==> src/rtl/mem_wr_responder_pkg.sv <==
// Shared constants and state encoding for the frame-buffer write responder.
package mem_wr_responder_pkg;

  localparam int BURST_LEN          = 4;
  localparam int BEAT_W             = $clog2(BURST_LEN);
  localparam int ADDR_W             = 23;
  localparam int DEF_REFRESH_PERIOD = 780;
  localparam int DEF_REFRESH_LEN    = 4;

  typedef enum logic [1:0] {
    ST_IDLE    = 2'd0,
    ST_ACK     = 2'd1,
    ST_DATA    = 2'd2,
    ST_REFRESH = 2'd3
  } state_t;

endpackage

==> src/rtl/mem_refresh_timer.sv <==
// Free-running refresh interval counter; raises a sticky pending flag on each wrap.
module mem_refresh_timer #(
  parameter int PERIOD = 780
) (
  input  logic mem_clk,
  input  logic rst_n,
  input  logic i_clr,
  output logic o_pending
);

  localparam int CNT_W = (PERIOD > 1) ? $clog2(PERIOD) : 1;
  localparam logic [CNT_W-1:0] LAST_CNT = CNT_W'(PERIOD - 1);

  logic [CNT_W-1:0] r_cnt;
  logic             r_pending;
  logic             w_wrap;

  assign w_wrap    = (r_cnt == LAST_CNT);
  assign o_pending = r_pending;

  // Clear beats a coincident wrap so a second refresh never queues behind the first.
  always_ff @(posedge mem_clk or negedge rst_n) begin
    if (!rst_n) begin
      r_cnt     <= '0;
      r_pending <= 1'b0;
    end else begin
      r_cnt <= w_wrap ? '0 : r_cnt + 1'b1;
      if (i_clr)
        r_pending <= 1'b0;
      else if (w_wrap)
        r_pending <= 1'b1;
    end
  end

endmodule

==> src/rtl/mem_wr_responder.sv <==
// Accepts 4-word write bursts from a writer and stores them to the frame-buffer
// RAM port, yielding to periodic refresh windows between bursts.
//
//   state      | meaning
//   -----------+-------------------------------------------------------------
//   ST_IDLE    | ready; refresh has priority over a new request
//   ST_ACK     | one-cycle grant, fetch strobe for word 0 is on mem_ack
//   ST_DATA    | beats 0..3, one word captured and written per cycle
//   ST_REFRESH | REFRESH_LEN cycles with mem_idle low
module mem_wr_responder
  import mem_wr_responder_pkg::*;
#(
  parameter int REFRESH_PERIOD = DEF_REFRESH_PERIOD,
  parameter int REFRESH_LEN    = DEF_REFRESH_LEN
) (
  input  logic        mem_clk,
  input  logic        rst_n,
  input  logic        mem_wr_req,
  input  logic [24:0] mem_wr_addr,
  input  logic [31:0] mem_wr_data,
  output logic        mem_idle,
  output logic        mem_ack,
  output logic        mem_data_next,
  output logic        ram_we,
  output logic [22:0] ram_addr,
  output logic [31:0] ram_wdata,
  output logic [15:0] bursts_done
);

  localparam int REF_W = (REFRESH_LEN > 1) ? $clog2(REFRESH_LEN) : 1;
  localparam logic [REF_W-1:0]  LAST_REF  = REF_W'(REFRESH_LEN - 1);
  localparam logic [BEAT_W-1:0] LAST_BEAT = BEAT_W'(BURST_LEN - 1);
  localparam logic [BEAT_W-1:0] NEXT_LAST = BEAT_W'(BURST_LEN - 2);

  state_t              r_state;
  logic [BEAT_W-1:0]   r_beat;
  logic [REF_W-1:0]    r_ref_cnt;
  logic [ADDR_W-1:0]   r_base;
  logic                r_idle;
  logic                r_ack;
  logic                r_next;
  logic                r_we;
  logic [ADDR_W-1:0]   r_addr;
  logic [31:0]         r_wdata;
  logic [15:0]         r_bursts;

  logic                w_pending;
  logic                w_ref_clr;
  logic [1:0]          w_unused_addr_lsb;

  assign w_unused_addr_lsb = mem_wr_addr[1:0];

  // Pending clears on the same edge the FSM commits to ST_REFRESH.
  assign w_ref_clr = w_pending &&
                     ((r_state == ST_IDLE) ||
                      (r_state == ST_DATA && r_beat == LAST_BEAT));

  mem_refresh_timer #(
    .PERIOD (REFRESH_PERIOD)
  ) u_refresh_timer (
    .mem_clk   (mem_clk),
    .rst_n     (rst_n),
    .i_clr     (w_ref_clr),
    .o_pending (w_pending)
  );

  always_ff @(posedge mem_clk or negedge rst_n) begin
    if (!rst_n) begin
      r_state   <= ST_IDLE;
      r_beat    <= '0;
      r_ref_cnt <= '0;
      r_base    <= '0;
      r_idle    <= 1'b1;
      r_ack     <= 1'b0;
      r_next    <= 1'b0;
      r_we      <= 1'b0;
      r_addr    <= '0;
      r_wdata   <= '0;
      r_bursts  <= '0;
    end else begin
      r_ack  <= 1'b0;
      r_next <= 1'b0;
      r_we   <= 1'b0;
      case (r_state)
        ST_IDLE: begin
          if (w_pending) begin
            r_state   <= ST_REFRESH;
            r_ref_cnt <= '0;
            r_idle    <= 1'b0;
          end else if (mem_wr_req) begin
            r_base  <= mem_wr_addr[24:2];
            r_state <= ST_ACK;
            r_idle  <= 1'b0;
            r_ack   <= 1'b1;
          end
        end
        ST_ACK: begin
          r_beat  <= '0;
          r_next  <= 1'b1;
          r_state <= ST_DATA;
        end
        ST_DATA: begin
          // Word k arrives the cycle after its strobe, so it is captured in beat k.
          r_we    <= 1'b1;
          r_addr  <= r_base + ADDR_W'(r_beat);
          r_wdata <= mem_wr_data;
          r_beat  <= r_beat + 1'b1;
          if (r_beat < NEXT_LAST)
            r_next <= 1'b1;
          if (r_beat == LAST_BEAT) begin
            r_bursts <= r_bursts + 16'd1;
            if (w_pending) begin
              r_state   <= ST_REFRESH;
              r_ref_cnt <= '0;
            end else begin
              r_state <= ST_IDLE;
              r_idle  <= 1'b1;
            end
          end
        end
        ST_REFRESH: begin
          if (r_ref_cnt == LAST_REF) begin
            r_state <= ST_IDLE;
            r_idle  <= 1'b1;
          end else begin
            r_ref_cnt <= r_ref_cnt + 1'b1;
          end
        end
        default: begin
          r_state <= ST_IDLE;
          r_idle  <= 1'b1;
        end
      endcase
    end
  end

  assign mem_idle      = r_idle;
  assign mem_ack       = r_ack;
  assign mem_data_next = r_next;
  assign ram_we        = r_we;
  assign ram_addr      = r_addr;
  assign ram_wdata     = r_wdata;
  assign bursts_done   = r_bursts;

endmodule

==> config.mk <==
export PLATFORM = sky130hd
export DESIGN_NAME = mem_wr_responder
export DESIGN_NICKNAME = d
export VERILOG_FILES = /design/src/rtl/mem_wr_responder_pkg.sv /design/src/rtl/mem_refresh_timer.sv /design/src/rtl/mem_wr_responder.sv
export SDC_FILE = /design/constraint.sdc
export NUM_CORES = 1
export LEC_CHECK = 0
export BUFFER_PORTS_ARGS = -buffer_cell sky130_fd_sc_hd__clkbuf_2
export CORE_UTILIZATION = 50
export CTS_CLUSTER_SIZE = 28
export DETAILED_ROUTE_END_ITERATION = 10
export PLACE_DENSITY = 0.75
export RECOVER_POWER = 25
export SYNTH_ARGS = -nofsm -noshare
export SYNTH_HDL_FRONTEND = slang
export SYNTH_SLANG_ARGS = --single-unit
==> constraint.sdc <==
create_clock -name mem_clk -period 2.7 [get_ports mem_clk]
set_input_delay 0.54 -clock mem_clk [delete_from_list [all_inputs] [get_ports mem_clk]]
set_output_delay 0.54 -clock mem_clk [all_outputs]
set_load 0.02 [all_outputs]
---- Yosys cells after proc, flatten, opt, wreduce, memory -nomap -nowiden ----
Cells that the tools add are included.
word-level totals
  register bits after elaboration ......... 115
  input port bits ......................... 60
  word-level logic and storage cells ...... 69
operators by class
  add/sub/neg operators ................... 5
  magnitude comparators ................... 1
  equal/unequal tests ..................... 11
  mux-type cells .......................... 26
  bitwise logic cells ..................... 1
  reductions and logical operators ........ 12
operator list
  kind                                                                      number
  23-bit by 2-bit adder with 23-bit output                                  1
  16-bit by 1-bit adder with 16-bit output (second input constant)          1
  2-bit 2-to-1 mux                                                          8
  1-bit 2-to-1 mux                                                          12
  10-bit by 1-bit adder with 10-bit output (second input constant)          1
  10-bit == test (second input constant)                                    1
  10-bit 2-to-1 mux                                                         1
  3-bit AND reduction                                                       3
  2-bit == test (second input constant)                                     4
  2-bit one-hot mux with 4 select lines                                     1
  2-bit inequality test (second input constant)                             3
  2-bit one-hot mux with 3 select lines                                     1
  5-bit AND reduction                                                       1
  2-bit by 1-bit adder with 2-bit output (second input constant)            2
  2-bit one-hot mux with 2 select lines                                     1
  2-bit nonzero test                                                        2
  3-bit by 2-bit inequality test with 1-bit output (second input constant)  1
  1-bit one-hot mux with 3 select lines                                     1
  3-bit nonzero test                                                        1
  2-bit by 1-bit == test with 1-bit output (second input constant)          1
  1-bit logical AND                                                         2
  2-bit logical NOT                                                         1
  2-bit less-than comparator (second input constant)                        1
  2-bit by 1-bit inequality test with 1-bit output (second input constant)  1
  4 further kinds                                                           4

---- Longest topological paths before layout ----
Gate-level depths: netlist of run 1.
  word-level depth ........................ 5
  depth in mapped cells ................... 7
  gate-level depth less buffers ........... 7

---- Modules after synthesis ----
Synthesis of run 1 repeated with hierarchy kept, for this count alone.
unflattened totals
  cells, all modules ...................... 458
  area, all modules ....................... 5053.6 µm²
modules (own cells, without submodules)
  module             times used  cells an instance  area each (µm²)  sequential area each (µm²)
  mem_wr_responder   1           414                4551.9           2603.7
  mem_refresh_timer  1           44                 501.7            275.3

---- Least setup slack after synthesis of run 1 ----
Ideal clock, no wire load.
  path type ............................... flip-flop to flip-flop
  from .................................... register r_beat[0]
  to ...................................... register r_addr[20] (netlist: ram_addr[20])
  data arrival time ....................... 2252 ps
  path slack .............................. 366 ps
  stages on the path, launching flop included .. 8
  path buffers ............................ 0
  period minus slack after synthesis ...... 2334 ps
  cells stage by stage .................... dfrtp_1 ha_1 inv_1 fa_1 nand4b_2 or4_4 or4_1 a31oi_1
between the ends
  word-level cells in the longest chain between the ends .. 1
RTL lines
  item                                      RTL line                 text
  from (decl)                               mem_wr_responder.sv:36   logic [BEAT_W-1:0] r_beat;
  from (signal assigned)                    mem_wr_responder.sv:107  r_beat <= r_beat + 1'b1;
  23-bit by 2-bit adder with 23-bit output  mem_wr_responder.sv:105  r_addr <= r_base + ADDR_W'(r_beat);
  to (signal assigned)                      mem_wr_responder.sv:105
  to (decl)                                 mem_wr_responder.sv:43   logic [ADDR_W-1:0] r_addr;
No other way between the ends.
A chain may end at the register's enable or synchronous reset.

---- Worst setup path in the final report of run 1 ----
Same ends and word-level chain as after synthesis.

==> results of run 1 <==
## stage by stage
stage | hold WS, ps | utilization
6_report | 221.6 | 0.6571
3_5_place_dp | 472.0 | 0.6042
4_1_cts | 13.93 | 0.6566
2_1_floorplan | 244.4 | -
5_1_grt | 200.0 | 0.6571
3_3_place_gp | 461.8 | 0.6042
## final timing paths
| check | depth (start not counted) | to | slack [ps] |
|---|---|---|---|
| worst max-delay path | 7 | ram_addr[20]$_DFFE_PN0P_ | 250 |
| worst min-delay path | 3 | r_base[14]$_DFFE_PN0P_ | 220 |
| worst max register to register | 7 | ram_addr[20]$_DFFE_PN0P_ | 250 |
| worst min register to register | 1 | u_refresh_timer.r_cnt[0]$_DFF_PN0_ | 480 |
| max in group asynchronous | 2 | r_base[18]$_DFFE_PN0P_ | 640 |
| min in group asynchronous | 1 | ram_we$_DFF_PN0_ | 700 |
## power breakdown
| part | internal [mW] | switching, mW | total (mW) |
|---|---|---|---|
| Sequential | 2.41 | 0.522 | 2.93 |
| Clock | 1.20 | 0.704 | 1.91 |
| Combinational | 1.14 | 1.63 | 2.77 |
| Total | 4.75 | 2.86 | 7.61 |
## flip-flops by register name, summed over array words and instances (netlist names)
signal                     count
r_state                        2
ram_addr                      23
ram_we                         1
bursts_done                   16
r_ref_cnt                      2
r_beat                         2
r_base                        23
ram_wdata                     32
mem_idle                       1
u_refresh_timer.r_cnt         10
mem_ack                        1
mem_data_next                  1
u_refresh_timer.o_pending      1
## layout by cell type, fill, tap and decap left out, types with 2 or more instances in the layout
| master | instances |
|---|---|
| a21oi_1 | 15 |
| clkbuf_1 | 5 |
| clkbuf_2 | 131 |
| ha_1 | 11 |
| inv_1 | 18 |
| and3_1 | 4 |
| nand3b_1 | 3 |
| xnor2_1 | 30 |
| a22o_1 | 3 |
| nor4_1 | 7 |
| nand2_1 | 70 |
| nor2b_1 | 5 |
| a31oi_1 | 9 |
| xor2_1 | 5 |
| dfrtp_1 | 114 |
| a31o_2 | 4 |
| o21ai_0 | 14 |
| nand3_1 | 16 |
| nand4_1 | 13 |
| nor3_1 | 8 |
| clkbuf_16 | 16 |
| mux2_2 | 37 |
| buf_4 | 6 |
| nor2_1 | 37 |
| or2_2 | 2 |
| clkbuf_8 | 5 |
| clkinv_2 | 4 |
## metal layers
metal / vias to the layer above / global-route usage / wire [um]
li1: 1874 / - / -
met1: 1871 / 0.2604 / 4449
met2: 125 / 0.3754 / 5423
met3: 12 / 0.07119 / 701
met4: 0 / 0.08352 / 142
met5: - / 0 / 0
## critical path, delay by kind of cell (launching register included)
kind	cells	cell delay (ps)
adders and majority gates	2	610
AOI/OAI and AO/OA	1	180
buffers and inverters	1	60
and+or+nand+nor	3	1130
DFF	1	380
## area by class of cell
cell class,instances,area (sq um)
clock buffers,25,484.2
flip-flops and latches,115,2879
repair buffers,139,724.4
inverters,18,67.56
fillers,794,3352
multi-input cells,313,2073
clock inverters,5,27.53
well taps,133,166.4
## cell families (layout without fill, tap and decap cells)
logic type / Yosys count / count (layout) / synth area share
AO/OA/AOI/OAI: 50 / 50 / 0.06015
XOR/XNOR: 35 / 35 / 0.06064
adder cells (fa/ha/maj): 13 / 13 / 0.03366
buffers and inverters: 33 / 187 / 0.02450
flip-flops: 115 / 115 / 0.5696
multiplexers: 38 / 38 / 0.08441
AND/OR/NAND/NOR: 177 / 177 / 0.1671
==> summary.txt, run 1 <==
hold_sp: mem_wr_addr[16]
VDD IR max: 572.7 uV
first-pass iteration count of the detailed router: 4
mean area per synthesized cell: 10.96 sq um
Initial DRC Count: 171
CTS clk-pin slew, worst paths: 50 ps
Arrival @ worst endpoint: 2870 ps
design area: 6422 sq um
area share of the largest cell type after synthesis: 0.5644
startpoint types: flop
H-tree Lvls: 4
total of max-cap violations: 1
Seq cells post-synth: 115
CTS Buffer Depth: 2
DPL Wire Length: 7559 um
total track usage: 0.2204
Post-CTS Setup Bufs: 0
Die Ht: 102.5 um
Synth area leaders: dfrtp_1 (56%), mux2_2 (8.2%), nand2_1 (5.2%)
setup slack after placement: 179.4 ps
vias in the first global route: 3705
dominant synthesized flop cell: dfrtp_1
antenna violations before repair: 0
Pleak: 3.057 nW
top post-synthesis cells by count: dfrtp_1 (114), nand2_1 (70), mux2_2 (37), nor2_1 (37), xnor2_1 (30)
gpl congestion: 0.8347
slowest stage delay, CP: 490 ps
worst path cell trace: ha_1 -> inv_1 -> fa_1 -> nand4b_4 -> or4_4 -> or4_1 -> a31oi_1
core area: 9774 sq um
# IOs: 135
Die X: 102.5 um
max_slew headroom: -0.5073
cell taking the most area after synthesis: dfrtp_1
setup_tns: 0 ps
most common cell in the netlist: dfrtp_1
root buf cell: clkbuf_8
CTS Hold Buffers Added: 0
Syn-to-layout area delta: 27.05%
Antenna Nets Post-Route: 0
Fin. Hold Viols: 0
Routed WL: 10720 um
CTS resizes: 0
NumNets Final: 677
RSZ-0062 raised after global routing: no
number of synthesis warnings: 0
P per Cell Area: 1185 nW/um^2
WL/cell: 14.33 um
non-filler cells, final: 748
CTS tree: done
Async SR Flop Fraction: 1.000
area of the mapped netlist: 5055 sq um
worst hold path type: in -> reg
post-synthesis instance total: 461
worst path required time: 3120 ps
final clock skew: 6.839 ps
largest net degree at the start of global routing: 70
share of cells above drive strength 1: 0.3496
worst-margin pin slew: 2261 ps
number of vias per cell: 5.190
Max Slew Vio Count: 41
slowest stage cell on the critical path: or4_4
Diodes inserted: 0
CTS Buf Count: 17
DR DRC count: 0
Fmax: 408.0 MHz
via count of the routed design: 3882
first-pass GRT wire length: 17390 um
critical path capture point type: flop
failing checks: capacitance limit, slew limit
Initial Util: 0.5172
Post-synth EDFFs: 0
crit-path max FO: 6
# rows: 36
Yosys cell types: 43
grt total ovfl: 0
Period minus WS final: 2451 ps
Final Setup Violations: 0
final worst slack: 249.0 ps
Critical Path Start: r_beat[0]$_DFFE_PN0P_
period utilization: 0.9078
placed cells: 718
placed cell area: 5906 sq um
Seq/Total Area, Yosys: 0.5696
Net Count, Synth: 534
Die ar.: 10520 sq um
overall power: 7.608 mW
outcome: complete, but fails checks
# clock sinks: 115
reg2reg start: r_beat[0]$_DFFE_PN0P_
worst skew pair latency: 510 ps
Port Buf Inserts: 132
crit path kind: reg -> reg
No activity file was read; power rests on OpenSTA's default activity.
==> run 2, diff against run 1 <==
- CORE_MARGIN: unset -> 4
- CTS_BUF_LIST: unset -> sky130_fd_sc_hd__clkbuf_4 sky130_fd_sc_hd__clkbuf_8 sky130_fd_sc_hd__clkbuf_16
==> run 2 against run 1 <==
Against the previous run: the flow still finishes with violations (capacitance limit, slew limit); wire length increased by 2.2%; worst hold slack improved by 6.2 ps; clock skew increased by 7.1 ps; cell count increased by 1.1%; critical path depth unchanged; cell area increased by 1.9%; sequential power about the same.
==> summary.txt, run 2 (synthesis gave the netlist of run 1 again) <==
# clock sinks: 115 (unchanged)
Syn-to-layout area delta: 29.43%
Clock power frac: 0.281 (+0.030)
P per Cell Area: 1210 nW/um^2 (+2.2%)
RSZ-0062 raised after global routing: no
Fin. Hold Viols: 0 (unchanged)
first-pass GRT wire length: 17970 um (+3.3%)
NumNets Final: 683 (+0.89%)
R2R setup slack: 270 ps (+20 ps)
period utilization: 0.9016 (-0.006229)
setup_tns: 0 ps (unchanged)
share of cells above drive strength 1: 0.3644 (+0.01477)
# rows: 36 (unchanged)
FF-to-FF End: ram_addr[20]$_DFFE_PN0P_
worst-margin pin slew: 2305 ps (+43.59 ps)
number of vias per cell: 5.132 (-1.1%)
fin util: 0.6663 (+0.009218)
Final Setup Violations: 0 (unchanged)
placed cells: 724 (+0.84%)
# IOs: 135 (unchanged)
Initial Util: 0.5148 (-0.002372)
Hold Crit Depth: 3 (unchanged)
Post-CTS Setup Bufs: 0 (unchanged)
largest net degree at the start of global routing: 43 (-39%)
Pleak: 3.120 nW (+2.1%)
antenna violations before repair: 0 (unchanged)
CTS resizes: 0 (unchanged)
via count of the routed design: 3880 (-0.052%)
Initial DRC Count: 169 (-1.2%)
Die X: 108.5 um (+5.9%)
CTS clk-pin slew, worst paths: 60 ps (about the same)
Antenna Nets Post-Route: 0 (unchanged)
VDD IR max: 580.5 uV (+1.4%)
most frequent cells in the layout: clkbuf_2 (131), dfrtp_1 (114), nand2_1 (70)
Arrival @ worst endpoint: 2850 ps (-20 ps)
Diodes inserted: 0 (unchanged)
final clock skew: 13.98 ps (+7.145 ps)
crit-path max FO: 6 (unchanged)
R2R cell count: 7 (unchanged)
DPL Wire Length: 7872 um (+4.1%)
CTS Buf Count: 17 (unchanged)
critical path capture point type: flop
Hold Path End: r_base[10]$_DFFE_PN0P_
reg2reg start: r_beat[0]$_DFFE_PN0P_
worst skew pair latency: 500 ps (about the same)
vias in the first global route: 3879 (+4.7%)
gpl congestion: 0.8240 (-1.3%)
CTS Buffer Depth: 2 (unchanged)
slowest stage delay, CP: 480 ps (about the same)
startpoint types: flop
max reg flops: 32 (unchanged)
CTS Hold Buffers Added: 0 (unchanged)
failing checks: capacitance limit, slew limit
Comb power frac: 0.352 (-0.012)
cell internal pwr: 5.021 mW (+5.7%)
grt total ovfl: 0 (unchanged)
Sw Share: 0.3658 (-0.009756)
Fmax: 410.8 MHz (+0.69%)
CTS tree: done
CP bufs+invs: 1 (unchanged)
total track usage: 0.1938 (-0.02665)
worst path required time: 3120 ps (about the same)
Max Slew Vio Count: 42 (+2.4%)
outcome: complete, but fails checks
hold_sp: mem_wr_addr[12]
Psw: 2.896 mW (+1.4%)
root buf cell: clkbuf_8
worst hold path type: in -> reg
register share of total power: 0.368 (-0.017)
crit path kind: reg -> reg
Die ar.: 11780 sq um (+12%)
Critical Path Start: r_beat[0]$_DFFE_PN0P_
max_slew headroom: -0.5363 (-0.02906)
most common cell after layout, fill and taps aside: clkbuf_2
H-tree Lvls: 4 (unchanged)
Die Ht: 108.5 um (+5.9%)
core area: 9819 sq um (+0.46%)
non-filler cells, final: 756 (+1.1%)
total of max-cap violations: 1 (unchanged)
setup slack after placement: 289.1 ps (+109.7 ps)
WL/cell: 14.49 um (+1.1%)
worst path cell trace: ha_1 -> inv_1 -> fa_1 -> nand4b_2 -> or4_4 -> or4_1 -> a31oi_1
DR DRC count: 0 (unchanged)
final worst slack: 265.8 ps (+16.82 ps)
slowest stage cell on the critical path: or4_4
first-pass iteration count of the detailed router: 5 (+1)
CP delay by family, top: simple AND/OR/NAND/NOR gates
Routed WL: 10950 um (+2.2%)
Port Buf Inserts: 132 (unchanged)
Period minus WS final: 2434 ps (-16.82 ps)
run 2: through the flow:
| step | hold WS, ps | power (mW) | area, sq um |
|---|---|---|---|
| 2_1_floorplan | 244.4 | 4.776 | 5055 |
| 3_3_place_gp | 459.8 | 5.623 | 5941 |
| 3_5_place_dp | 465.6 | 5.733 | 5941 |
| 4_1_cts | 29.92 | 8.003 | 6546 |
| 5_1_grt | 209.6 | 8.441 | 6543 |
| 6_report | 227.8 | 7.917 | 6543 |
run 2: area by class of cell:
class                      instances  area (sq um)
sequential                       115          2879
fill                             780          3277
inverter                          18         67.56
clock buffer                      20         449.2
timing repair buffer             145         769.5
multi-input combinational        313          2054
clock inverter                    12         156.4
tap                              133         166.4
run 2: per-layer routing:
layer / share of wire / GRT usage
met1: 0.42 / 0.2388
met2: 0.50 / 0.3292
met3: 0.073 / 0.06149
met4: 0.0050 / 0.05320
met5: 0 / 0
run 2: worst max-delay path by stage:
stage                                           to  slack, ps  cells past startpoint
after floorplan           ram_addr[20]$_DFFE_PN0P_        370                      7
after global placement    ram_addr[20]$_DFFE_PN0P_        330                      7
after detailed placement  ram_addr[20]$_DFFE_PN0P_        290                      7
after CTS                 ram_addr[20]$_DFFE_PN0P_        250                      7
after global routing      ram_addr[20]$_DFFE_PN0P_        160                      7
final                     ram_addr[20]$_DFFE_PN0P_        270                      7
run 2: power by group through the flow:
| stage | Combinational (mW) | Clock (mW) | Sequential (mW) |
|---|---|---|---|
| final | 2.78 | 2.22 | 2.91 |
| after CTS | 2.83 | 2.27 | 2.90 |
| after global routing | 3.10 | 2.35 | 2.99 |
| after floorplan | 1.38 | 0 | 3.40 |
| after detailed placement | 2.81 | 0 | 2.92 |
| after global placement | 2.73 | 0 | 2.89 |
run 2: tightest hold or removal path, cell delays in order:
cell      delay [ps]
clkbuf_2          70
nand2_1           40
nand2_1           40
